--- src/rtl/dsp_fir_pkg.sv ---
// Shared types, default sizing and default coefficient set for the time-multiplexed FIR core.
package dsp_fir_pkg;

  localparam int unsigned SAMPLE_W = 16;
  localparam int unsigned COEF_W   = 16;
  localparam int unsigned FRAC_W   = 15;
  localparam int unsigned TAPS     = 16;

  // Accumulator width: full product plus log2(taps) guard bits.
  function automatic int unsigned acc_w(input int unsigned dw, input int unsigned cw,
                                        input int unsigned taps);
    return dw + cw + $clog2(taps);
  endfunction

  localparam int unsigned ACC_W = acc_w(SAMPLE_W, COEF_W, TAPS);

  typedef logic signed [SAMPLE_W-1:0] sample_t;
  typedef logic signed [COEF_W-1:0]   coef_t;
  typedef logic signed [ACC_W-1:0]    acc_t;

  typedef enum logic [1:0] {
    IDLE = 2'd0,
    MAC  = 2'd1,
    OUT  = 2'd2
  } state_t;

  // 16-tap moving average, 1/16 per tap in Q1.15.
  localparam logic [TAPS*COEF_W-1:0] DEFAULT_COEFS = {TAPS{COEF_W'(2048)}};

endpackage

--- src/rtl/dsp_fir_round_sat.sv ---
// Accumulator to sample conversion: optional round-half-up (DSP_FIR_ROUND_EN), arithmetic
// shift by the coefficient fraction, then saturation to the sample range.
module dsp_fir_round_sat
  import dsp_fir_pkg::*;
#(
  parameter int unsigned ACC_WIDTH  = ACC_W,
  parameter int unsigned DATA_WIDTH = SAMPLE_W,
  parameter int unsigned COEF_FRAC  = FRAC_W
) (
  input  logic signed [ACC_WIDTH-1:0]  acc,
  output logic signed [DATA_WIDTH-1:0] result_c
);

  // One spare bit so the rounding offset can never wrap the accumulator.
  localparam int unsigned EXT_W = ACC_WIDTH + 1;
  localparam logic signed [EXT_W-1:0] MAX_VAL =
    {{(EXT_W-DATA_WIDTH+1){1'b0}}, {(DATA_WIDTH-1){1'b1}}};
  localparam logic signed [EXT_W-1:0] MIN_VAL =
    {{(EXT_W-DATA_WIDTH+1){1'b1}}, {(DATA_WIDTH-1){1'b0}}};
`ifdef DSP_FIR_ROUND_EN
  localparam logic signed [EXT_W-1:0] HALF = EXT_W'(1) << (COEF_FRAC-1);
`endif

  logic signed [EXT_W-1:0] biased_c;
  logic signed [EXT_W-1:0] shifted_c;

  always_comb begin
`ifdef DSP_FIR_ROUND_EN
    biased_c = EXT_W'(acc) + HALF;
`else
    biased_c = EXT_W'(acc);
`endif
    shifted_c = biased_c >>> COEF_FRAC;
    if (shifted_c > MAX_VAL) begin
      result_c = DATA_WIDTH'(MAX_VAL);
    end else if (shifted_c < MIN_VAL) begin
      result_c = DATA_WIDTH'(MIN_VAL);
    end else begin
      result_c = DATA_WIDTH'(shifted_c);
    end
  end

endmodule

--- src/rtl/dsp_fir_core.sv ---
// Single-MAC FIR filter: one accepted sample is convolved over NUM_TAPS cycles through a shared
// multiplier. Output rounding is selected by DSP_FIR_ROUND_EN inside dsp_fir_round_sat.
module dsp_fir_core
  import dsp_fir_pkg::*;
#(
  parameter int unsigned DATA_WIDTH = SAMPLE_W,
  parameter int unsigned COEF_WIDTH = COEF_W,
  parameter int unsigned COEF_FRAC  = FRAC_W,
  parameter int unsigned NUM_TAPS   = TAPS,
  parameter logic [NUM_TAPS*COEF_WIDTH-1:0] COEFS = DEFAULT_COEFS
) (
  input  logic                         clk_i,
  input  logic                         srst_i,
  input  logic                         sample_valid_i,
  input  logic signed [DATA_WIDTH-1:0] data_i,
  output logic signed [DATA_WIDTH-1:0] data_o,
  output logic                         data_valid_o
);

  localparam int unsigned ACC_WIDTH = acc_w(DATA_WIDTH, COEF_WIDTH, NUM_TAPS);
  localparam int unsigned PROD_W    = DATA_WIDTH + COEF_WIDTH;
  localparam int unsigned CNT_W     = $clog2(NUM_TAPS);
  localparam logic [CNT_W-1:0] LAST_TAP = CNT_W'(NUM_TAPS-1);

  state_t                         state;
  state_t                         state_next;
  logic signed [DATA_WIDTH-1:0]   delay [NUM_TAPS];
  logic        [CNT_W-1:0]        tap;
  logic signed [ACC_WIDTH-1:0]    acc;
  logic signed [DATA_WIDTH-1:0]   x_sel_c;
  logic signed [COEF_WIDTH-1:0]   coef_sel_c;
  logic signed [PROD_W-1:0]       prod_c;
  logic signed [DATA_WIDTH-1:0]   result_c;

  // Shared multiplier, operands selected by the tap counter.
  always_comb begin
    x_sel_c    = delay[tap];
    coef_sel_c = COEFS[tap*COEF_WIDTH +: COEF_WIDTH];
    prod_c     = PROD_W'(x_sel_c) * PROD_W'(coef_sel_c);
  end

  always_ff @(posedge clk_i or posedge srst_i) begin
    if (srst_i) begin
      state <= IDLE;
    end else begin
      state <= state_next;
    end
  end

  always_comb begin
    state_next = state;
    case (state)
      IDLE:    if (sample_valid_i) state_next = MAC;
      MAC:     if (tap == LAST_TAP) state_next = OUT;
      OUT:     state_next = IDLE;
      default: state_next = IDLE;
    endcase
  end

  // Delay line, accumulator and output registers; samples outside IDLE are dropped.
  always_ff @(posedge clk_i or posedge srst_i) begin
    if (srst_i) begin
      for (int i = 0; i < NUM_TAPS; i++) delay[i] <= '0;
      tap          <= '0;
      acc          <= '0;
      data_o       <= '0;
      data_valid_o <= 1'b0;
    end else begin
      data_valid_o <= 1'b0;
      case (state)
        IDLE: begin
          if (sample_valid_i) begin
            delay[0] <= data_i;
            for (int i = 1; i < NUM_TAPS; i++) delay[i] <= delay[i-1];
            acc <= '0;
            tap <= '0;
          end
        end
        MAC: begin
          acc <= acc + ACC_WIDTH'(prod_c);
          tap <= tap + CNT_W'(1);
        end
        OUT: begin
          data_o       <= result_c;
          data_valid_o <= 1'b1;
        end
        default: ;
      endcase
    end
  end

  dsp_fir_round_sat #(
    .ACC_WIDTH  (ACC_WIDTH),
    .DATA_WIDTH (DATA_WIDTH),
    .COEF_FRAC  (COEF_FRAC)
  ) u_round_sat (
    .acc      (acc),
    .result_c (result_c)
  );

endmodule

--- config.mk ---
export PLATFORM = sky130hd
export DESIGN_NAME = dsp_fir_core
export DESIGN_NICKNAME = d
export VERILOG_FILES = /design/src/rtl/dsp_fir_pkg.sv /design/src/rtl/dsp_fir_round_sat.sv /design/src/rtl/dsp_fir_core.sv
export SDC_FILE = /design/constraint.sdc
export NUM_CORES = 1
export LEC_CHECK = 0
export CAP_MARGIN = 10
export CORE_MARGIN = 2
export CORE_UTILIZATION = 25
export DETAILED_ROUTE_END_ITERATION = 12
export SKIP_CTS_REPAIR_TIMING = 1
export SYNTH_ARGS = -nofsm -noshare
export SYNTH_HDL_FRONTEND = slang
export SYNTH_SLANG_ARGS = --single-unit
export TNS_END_PERCENT = 50
--- constraint.sdc ---
create_clock -name clk_i -period 10.8 [get_ports clk_i]
set_input_delay 2.16 -clock clk_i [delete_from_list [all_inputs] [get_ports clk_i]]
set_output_delay 2.16 -clock clk_i [all_outputs]
set_load 0.005 [all_outputs]
==> reports/qor.csv, run 1 <==
stage;metric;value;unit
outcome;status;finished clean;
setup_path;cp.required;11.17;ns
timing;setup_viol;0;
setup_path;cpPeakStageDelay;0.78;ns
global_routing;track_usage;9.36;%
global_routing;overflow;0;
setup_path;path_buf_inv;1;
setup_path;cp.depth;15;
cells_and_area;layout-drive-gt1-share;38.8;%
place;dp_slack;4.89;ns
routing;wirelength;27.6;mm
setup_path;slowest_stage;dfrtp_4;
clocking;clk_latency;0.52;ns
routing;vias;8248;
cells_and_area;layout-area-overhead-vs-synth;14.7;%
timing;fin_skew;0.0159;ns
clocking;htree_num_levels;2;
power_and_ir_drop;leakage;7.57;nW
die;die_area;61100;um2
synthesis;yosysTopAreaCellShare;51.4;%
routing;antenna_left;0;
synthesis;synth_area;14800;um2
clocking;clockBufferDepth;3;
timing;period_needed;5.83;ns
timing;relSlewSlack;27.4;%
synthesis;synth_edf_count;0;
power_and_ir_drop;irDropWorstVdd;0.149;mV
power_and_ir_drop;p_total;5.37;mW
timing;fin_tns_setup;0;ns
die;start_util;25.2;%
cells_and_area;layout_commonest_cell;dfrtp_1;
die;chipHeight;247;um
setup_path;reg2reg_depth;15;
synthesis;syn-instance-count;1008;
synthesis;ys_ff_latch;304;
setup_path;worst_setup_path_start_kind;flop;
synthesis;synth_nets;1098;
cells_and_area;nNetsFinal;1122;
place;gp_congestion;0.813;
setup_path;worst-setup-path-type;flop to flop;
synthesis;seq_area_frac_synth;51.4;%
run;cap_violations;0;
cells_and_area;final_cell_area;17000;um2
clocking;clkSinkCount;304;
worst_hold_path;min_path_cells;2;
place;io_buffers;35;
place;dp_hpwl;17.8;mm
cells_and_area;num_antenna_cells;0;
synthesis;ys_warn_count;0;
setup_path;crit_fanout;38;
cells_and_area;nFillCells;5940;
cells_and_area;ff_latch_area;7610;um2
cells_and_area;final_cell_mix;dfrtp_1, mux2_2, mux4_2, ha_1, nand2_1;
global_routing;grt_max_degree;86;
clocking;path_clk_slew;0.06;ns
routing;vias_per_cell;4.52;
setup_path;cp_common_cell;ha_1;
setup_path;path_cells;buf_4, mux4_2, mux4_2, ha_1, ha_1, ha_1, fa_1, a21o_1, a221oi_2, o21bai_2, a31o_1, or2_4, a211oi_2, xor2_1, o21ai_1;
power_and_ir_drop;powerDensity;316;nW/um2
clocking;cts_made_buffers;34;
routing;drtIter0Drc;479;
setup_path;critical-path-top-delay-family;compound AO/OA/AOI/OAI gates;
timing;grt_setup_unrepaired;false;
timing;drv_slew;0;
place;place_area;16000;um2
routing;drc_errors;0;
die;die_w;247;um
synthesis;synth_area_leader_cell;dfrtp_1;
die;coreArea;58800;um2
die;rows;89;
global_routing;grt_pass1_wl;46.5;mm
die;io_pins;36;
synthesis;syn_avg_cell_area;14.7;um2
cells_and_area;multi_input_area;6910;um2
synthesis;yosys-top-cells-area;dfrtp_1, mux2_2, mux4_2;
global_routing;antenna_found_initial;0;
clocking;cts_tree;yes;
timing;hold_viol_final;0;
timing;worst_slew_pin_slew;1.09;ns
setup_path;crit_path_end_kind;flop;
timing;setup_slack;4.97;ns
synthesis;yosysUniqueCellTypes;51;
worst_hold_path;hold_class;flop to flop;
routing;dr.pass1.iters;5;
synthesis;synth_flop_cell;dfrtp_1;
routing;post_drt_wl_per_cell;15.1;um
timing;fmax;172;MHz
global_routing;grt_pass1_vias;8691;
setup_path;cp.arrival;6.20;ns
timing;min_period_over_period;54.0;%
clocking;root_buffer;clkbuf_16;
synthesis;synthArstFlopShare;100;%
[metal layers]
metal | share of wire [%] | GRT usage [%]
met1 | 48 | 13.1
met2 | 45 | 14.4
met3 | 4.1 | 2.02
met4 | 2.3 | 2.94
met5 | 0 | 0
[cell type report]
cell class | instances | share of cell area (%)
clock buffers | 49 | 5.65
clock inverters | 7 | 0.243
inverters | 9 | 0.243
multi-input cells | 636 | 40.7
flip-flops and latches | 304 | 44.9
well taps | 773 | 5.70
repair buffers | 47 | 2.60
[synthesized netlist by cell type (11+ instances only)]
master    number
dfrtp_1      304
mux2_2       257
mux4_2        80
ha_1          70
nand2_1       49
clkbuf_1      41
o21ai_0       38
a21oi_1       36
buf_2         11
xnor2_1       11
[flip-flops by register name, indices dropped and copies added, names as in the netlist]
signal        cells
data_o           16
tap               4
state             2
acc              25
data_valid_o      1
delay           256
[metrics by stage]
step / util (%) / hold WS (ns) / cells
floorplan: - / 0.473 / 1008
global placement: 27.2 / 0.466 / 1769
detailed placement: 27.2 / 0.472 / 1769
CTS: 28.9 / 0.485 / 1825
global route: 28.9 / 0.510 / 1825
finish: 28.9 / 0.479 / 1825
[path summary, 6_finish.rpt]
kind	endpoint	slack [ns]	from
max reg2reg	acc[31]$_DFFE_PP0P_	4.97	tap[0]$_DFFE_PP0P_
min	data_o[14]$_DFFE_PP0P_	0.48	data_o[14]$_DFFE_PP0P_
max in group asynchronous	acc[18]$_DFFE_PP0P_	7.14	srst_i
min in group asynchronous	data_o[4]$_DFFE_PP0P_	2.15	srst_i
min reg2reg	data_o[14]$_DFFE_PP0P_	0.48	data_o[14]$_DFFE_PP0P_
max	acc[31]$_DFFE_PP0P_	4.97	tap[0]$_DFFE_PP0P_
[worst reg2reg max path, stage by stage, from the launching register on]
cell and delay (ns):
dfrtp_4 0.78, buf_4 0.73, mux4_2 0.62, mux4_2 0.48, ha_1 0.29, ha_1 0.30, ha_1 0.23, fa_1 0.43
a21o_1 0.24, a221oi_2 0.46, o21bai_2 0.15, a31o_1 0.25, or2_4 0.24, a211oi_2 0.23, xor2_1 0.18, o21ai_1 0.08
[report_power, final]
| part | switching (mW) | leakage, nW | total [mW] | internal, mW |
|---|---|---|---|---|
| Clock | 0.443 | 0.490 | 1.06 | 0.615 |
| Combinational | 1.20 | 3.06 | 2.48 | 1.28 |
| Sequential | 0.326 | 4.02 | 1.83 | 1.51 |
[cells by family after synthesis]
group | synth area share, %
adder cells (fa/ha/maj) | 6.06
AND/OR/NAND/NOR | 2.63
multiplexers | 31.7
XOR/XNOR | 1.24
buffers and inverters | 1.94
AO/OA/AOI/OAI | 4.96
flip-flops | 51.4
No activity file was read; power rests on OpenSTA's default activity.
==> inputs of run 2 (changes only) <==
Clock period 10.8 ns to 5 ns, I/O delays scaled along.
==> reports/qor.csv, run 2 (same netlist as run 1, synthesis figures left out) <==
stage;metric;value;unit;change
power_and_ir_drop;p_int;7.68;mW;+130%
die;die_w;247;um;unchanged
cells_and_area;final_cell_area;17300;um2;+1.9%
setup_path;cp_common_cell;ha_1;;
clocking;clk_latency;0.52;ns;about the same
die;chipHeight;247;um;unchanged
clocking;root_buffer;clkbuf_16;;
die;coreArea;58800;um2;unchanged
worst_hold_path;min_path_cells;2;;unchanged
routing;drc_errors;0;;unchanged
cells_and_area;num_antenna_cells;0;;unchanged
outcome;status;finished clean;;
setup_path;worst_setup_path_start_kind;flop;;
timing;fin_tns_setup;0;ns;unchanged
global_routing;met1_usage;13.2;%;+0.12 points
die;rows;89;;unchanged
worst_hold_path;min_to;data_o[11]$_DFFE_PP0P_;;
cells_and_area;final_cell_mix;dfrtp_1, mux2_2, mux4_2, ha_1, nand2_1;;
place;place_area;16200;um2;+1.3%
timing;holdWs;0.478;ns;-0.000988 ns
routing;post_drt_wl_per_cell;15.1;um;-0.36%
timing;setup_slack;0.292;ns;-4.68 ns
cells_and_area;layout-drive-gt1-share;39.5;%;+0.71 points
setup_path;worst-setup-path-type;flop to flop;;
global_routing;grt_max_degree;103;;+20%
clocking;clockBufferDepth;3;;unchanged
timing;fmax;212;MHz;+24%
power_and_ir_drop;p_total;12.0;mW;+120%
setup_path;cpPeakStageDelay;0.53;ns;-0.25 ns
cells_and_area;nNetsFinal;1134;;+1.1%
setup_path;slowest_stage;mux4_2;;
setup_path;reg2reg_depth;16;;+1
place;dp_slack;0.175;ns;-4.72 ns
setup_path;worst_r2r_startpoint;tap[0]$_DFFE_PP0P_;;
setup_path;rr_endpoint;acc[33]$_DFFE_PP0P_;;
routing;dr.pass1.iters;4;;-1
timing;hold_viol_final;0;;unchanged
setup_path;critical-path-top-delay-family;multiplexers;;
timing;relSlewSlack;23.4;%;-4.0 points
power_and_ir_drop;leakage;7.70;nW;+1.8%
timing;setup_viol;0;;unchanged
clocking;cts_made_buffers;34;;unchanged
worst_hold_path;min_from;data_o[11]$_DFFE_PP0P_;;
power_and_ir_drop;powerDensity;693;nW/um2;+120%
setup_path;crit_start;tap[0]$_DFFE_PP0P_;;
timing;drv_slew;0;;unchanged
worst_hold_path;hold_class;flop to flop;;
routing;antenna_left;0;;unchanged
global_routing;grt_pass1_wl;46.9;mm;+0.86%
setup_path;crit_path_end_kind;flop;;
timing;fin_skew;0.0171;ns;+0.00119 ns
setup_path;reg2reg_setup_slack;0.29;ns;-4.68 ns
cells_and_area;max_flop_register;delay;;
setup_path;crit_fanout;29;;-24%
routing;vias_per_cell;4.50;;-0.50%
clocking;htree_num_levels;2;;unchanged
global_routing;busiest_layer;met2;;
die;io_pins;36;;unchanged
global_routing;grt_use_met3;2.04;%;+0.022 points
setup_path;cp.depth;16;;+1
clocking;path_clk_slew;0.06;ns;about the same
cells_and_area;utilization;29.4;%;+0.56 points
run;cap_violations;0;;unchanged
power_and_ir_drop;power.share.clock;20.4;%;+0.7 points
setup_path;cp.required;5.39;ns;-5.78 ns
global_routing;gr-usage-met2;14.8;%;+0.40 points
setup_path;path_buf_inv;3;;+2
global_routing;antenna_found_initial;0;;unchanged
power_and_ir_drop;share_comb_of_total_power;47.4;%;+1.2 points
clocking;cts_tree;yes;;
timing;min_period_over_period;94.2;%;+40 points
routing;vias;8270;;+0.27%
place;dp.cells;1780;;+0.62%
cells_and_area;layout_commonest_cell;dfrtp_1;;
routing;wirelength;27.7;mm;+0.41%
timing;grt_setup_unrepaired;false;;
setup_path;path_cells;buf_12, buf_16, mux4_2, mux4_2, ha_1, ha_1, ha_1, a21o_1, a221oi_4, buf_4, o221a_2, o21ai_1, nor3b_1, nor3_1, xor2_1, o21ai_1;;
place;gp_congestion;0.814;;about the same
die;start_util;25.2;%;unchanged
cells_and_area;layout-area-overhead-vs-synth;16.9;%;
place;io_buffers;35;;unchanged
power_and_ir_drop;seq_power_share;32.1;%;-2.0 points
routing;drtIter0Drc;512;;+6.9%
global_routing;overflow;0;;unchanged
clocking;clkSinkCount;304;;unchanged
timing;period_needed;4.71;ns;-1.12 ns
cells_and_area;largestRegisters;delay (256), acc (25), data_o (16);;
timing;worst_slew_pin_slew;1.15;ns;+0.0605 ns
cells_and_area;largest_reg_flops;256;;unchanged
power_and_ir_drop;irDropWorstVdd;0.281;mV;+88%
setup_path;cp.arrival;5.09;ns;-1.11 ns
power_and_ir_drop;swShare;36.0;%;-0.69 points
global_routing;grt_pass1_vias;8641;;-0.58%
cells_and_area;fin_cells;1839;;+0.77%
power_and_ir_drop;switching_power;4.31;mW;+120%
global_routing;track_usage;9.48;%;+0.13 points
die;die_area;61100;um2;unchanged
place;dp_hpwl;18.2;mm;+2.0%
-- run 2: changes by cell type in the layout (fill, tap and decap cells not counted), sizes merged --
cell | before | now
clkinv | 5 | 1
bufinv | 0 | 2
clkbuf | 49 | 54
inv | 10 | 9
buf | 12 | 24
-- run 2: worst max path at each step --
stage / to
2_1_floorplan: acc[11]$_DFFE_PP0P_
3_3_place_gp: acc[33]$_DFFE_PP0P_
3_5_place_dp: acc[33]$_DFFE_PP0P_
4_1_cts: acc[33]$_DFFE_PP0P_
5_1_grt: acc[33]$_DFFE_PP0P_
6_report: acc[33]$_DFFE_PP0P_
-- run 2: layer usage --
metal	share of wire [%]	up-vias	routed length, um
li1	-	3873	-
met1	48	4258	13400
met2	46	98	12800
met3	3.7	41	1030
met4	1.9	0	539
met5	0	-	0
-- run 2: power by group through the flow --
| stage | Sequential (mW) | Clock [mW] | Combinational, mW |
|---|---|---|---|
| 6_report | 3.85 | 2.45 | 5.69 |
| 5_1_grt | 3.98 | 2.65 | 6.33 |
| 4_1_cts | 3.87 | 2.54 | 5.74 |
| 3_5_place_dp | 3.90 | 0 | 5.71 |
| 3_3_place_gp | 3.88 | 0 | 5.61 |
| 2_1_floorplan | 3.65 | 0 | 4.43 |
-- run 2: tightest hold or removal path: cells and delay by family (launching register included) --
kind	cells	cell delay [ns]
AOI/OAI and AO/OA	1	0.06
and+or+nand+nor	1	0.05
DFF	1	0.34
-- run 2: area by class of cell --
cell class / count / area, um2
clock buffers: 54 / 1020
clock inverters: 4 / 73.8
fillers: 5859 / 41500
inverters: 9 / 37.5
multi-input cells: 636 / 6930
flip-flops and latches: 304 / 7610
well taps: 773 / 967
repair buffers: 59 / 663
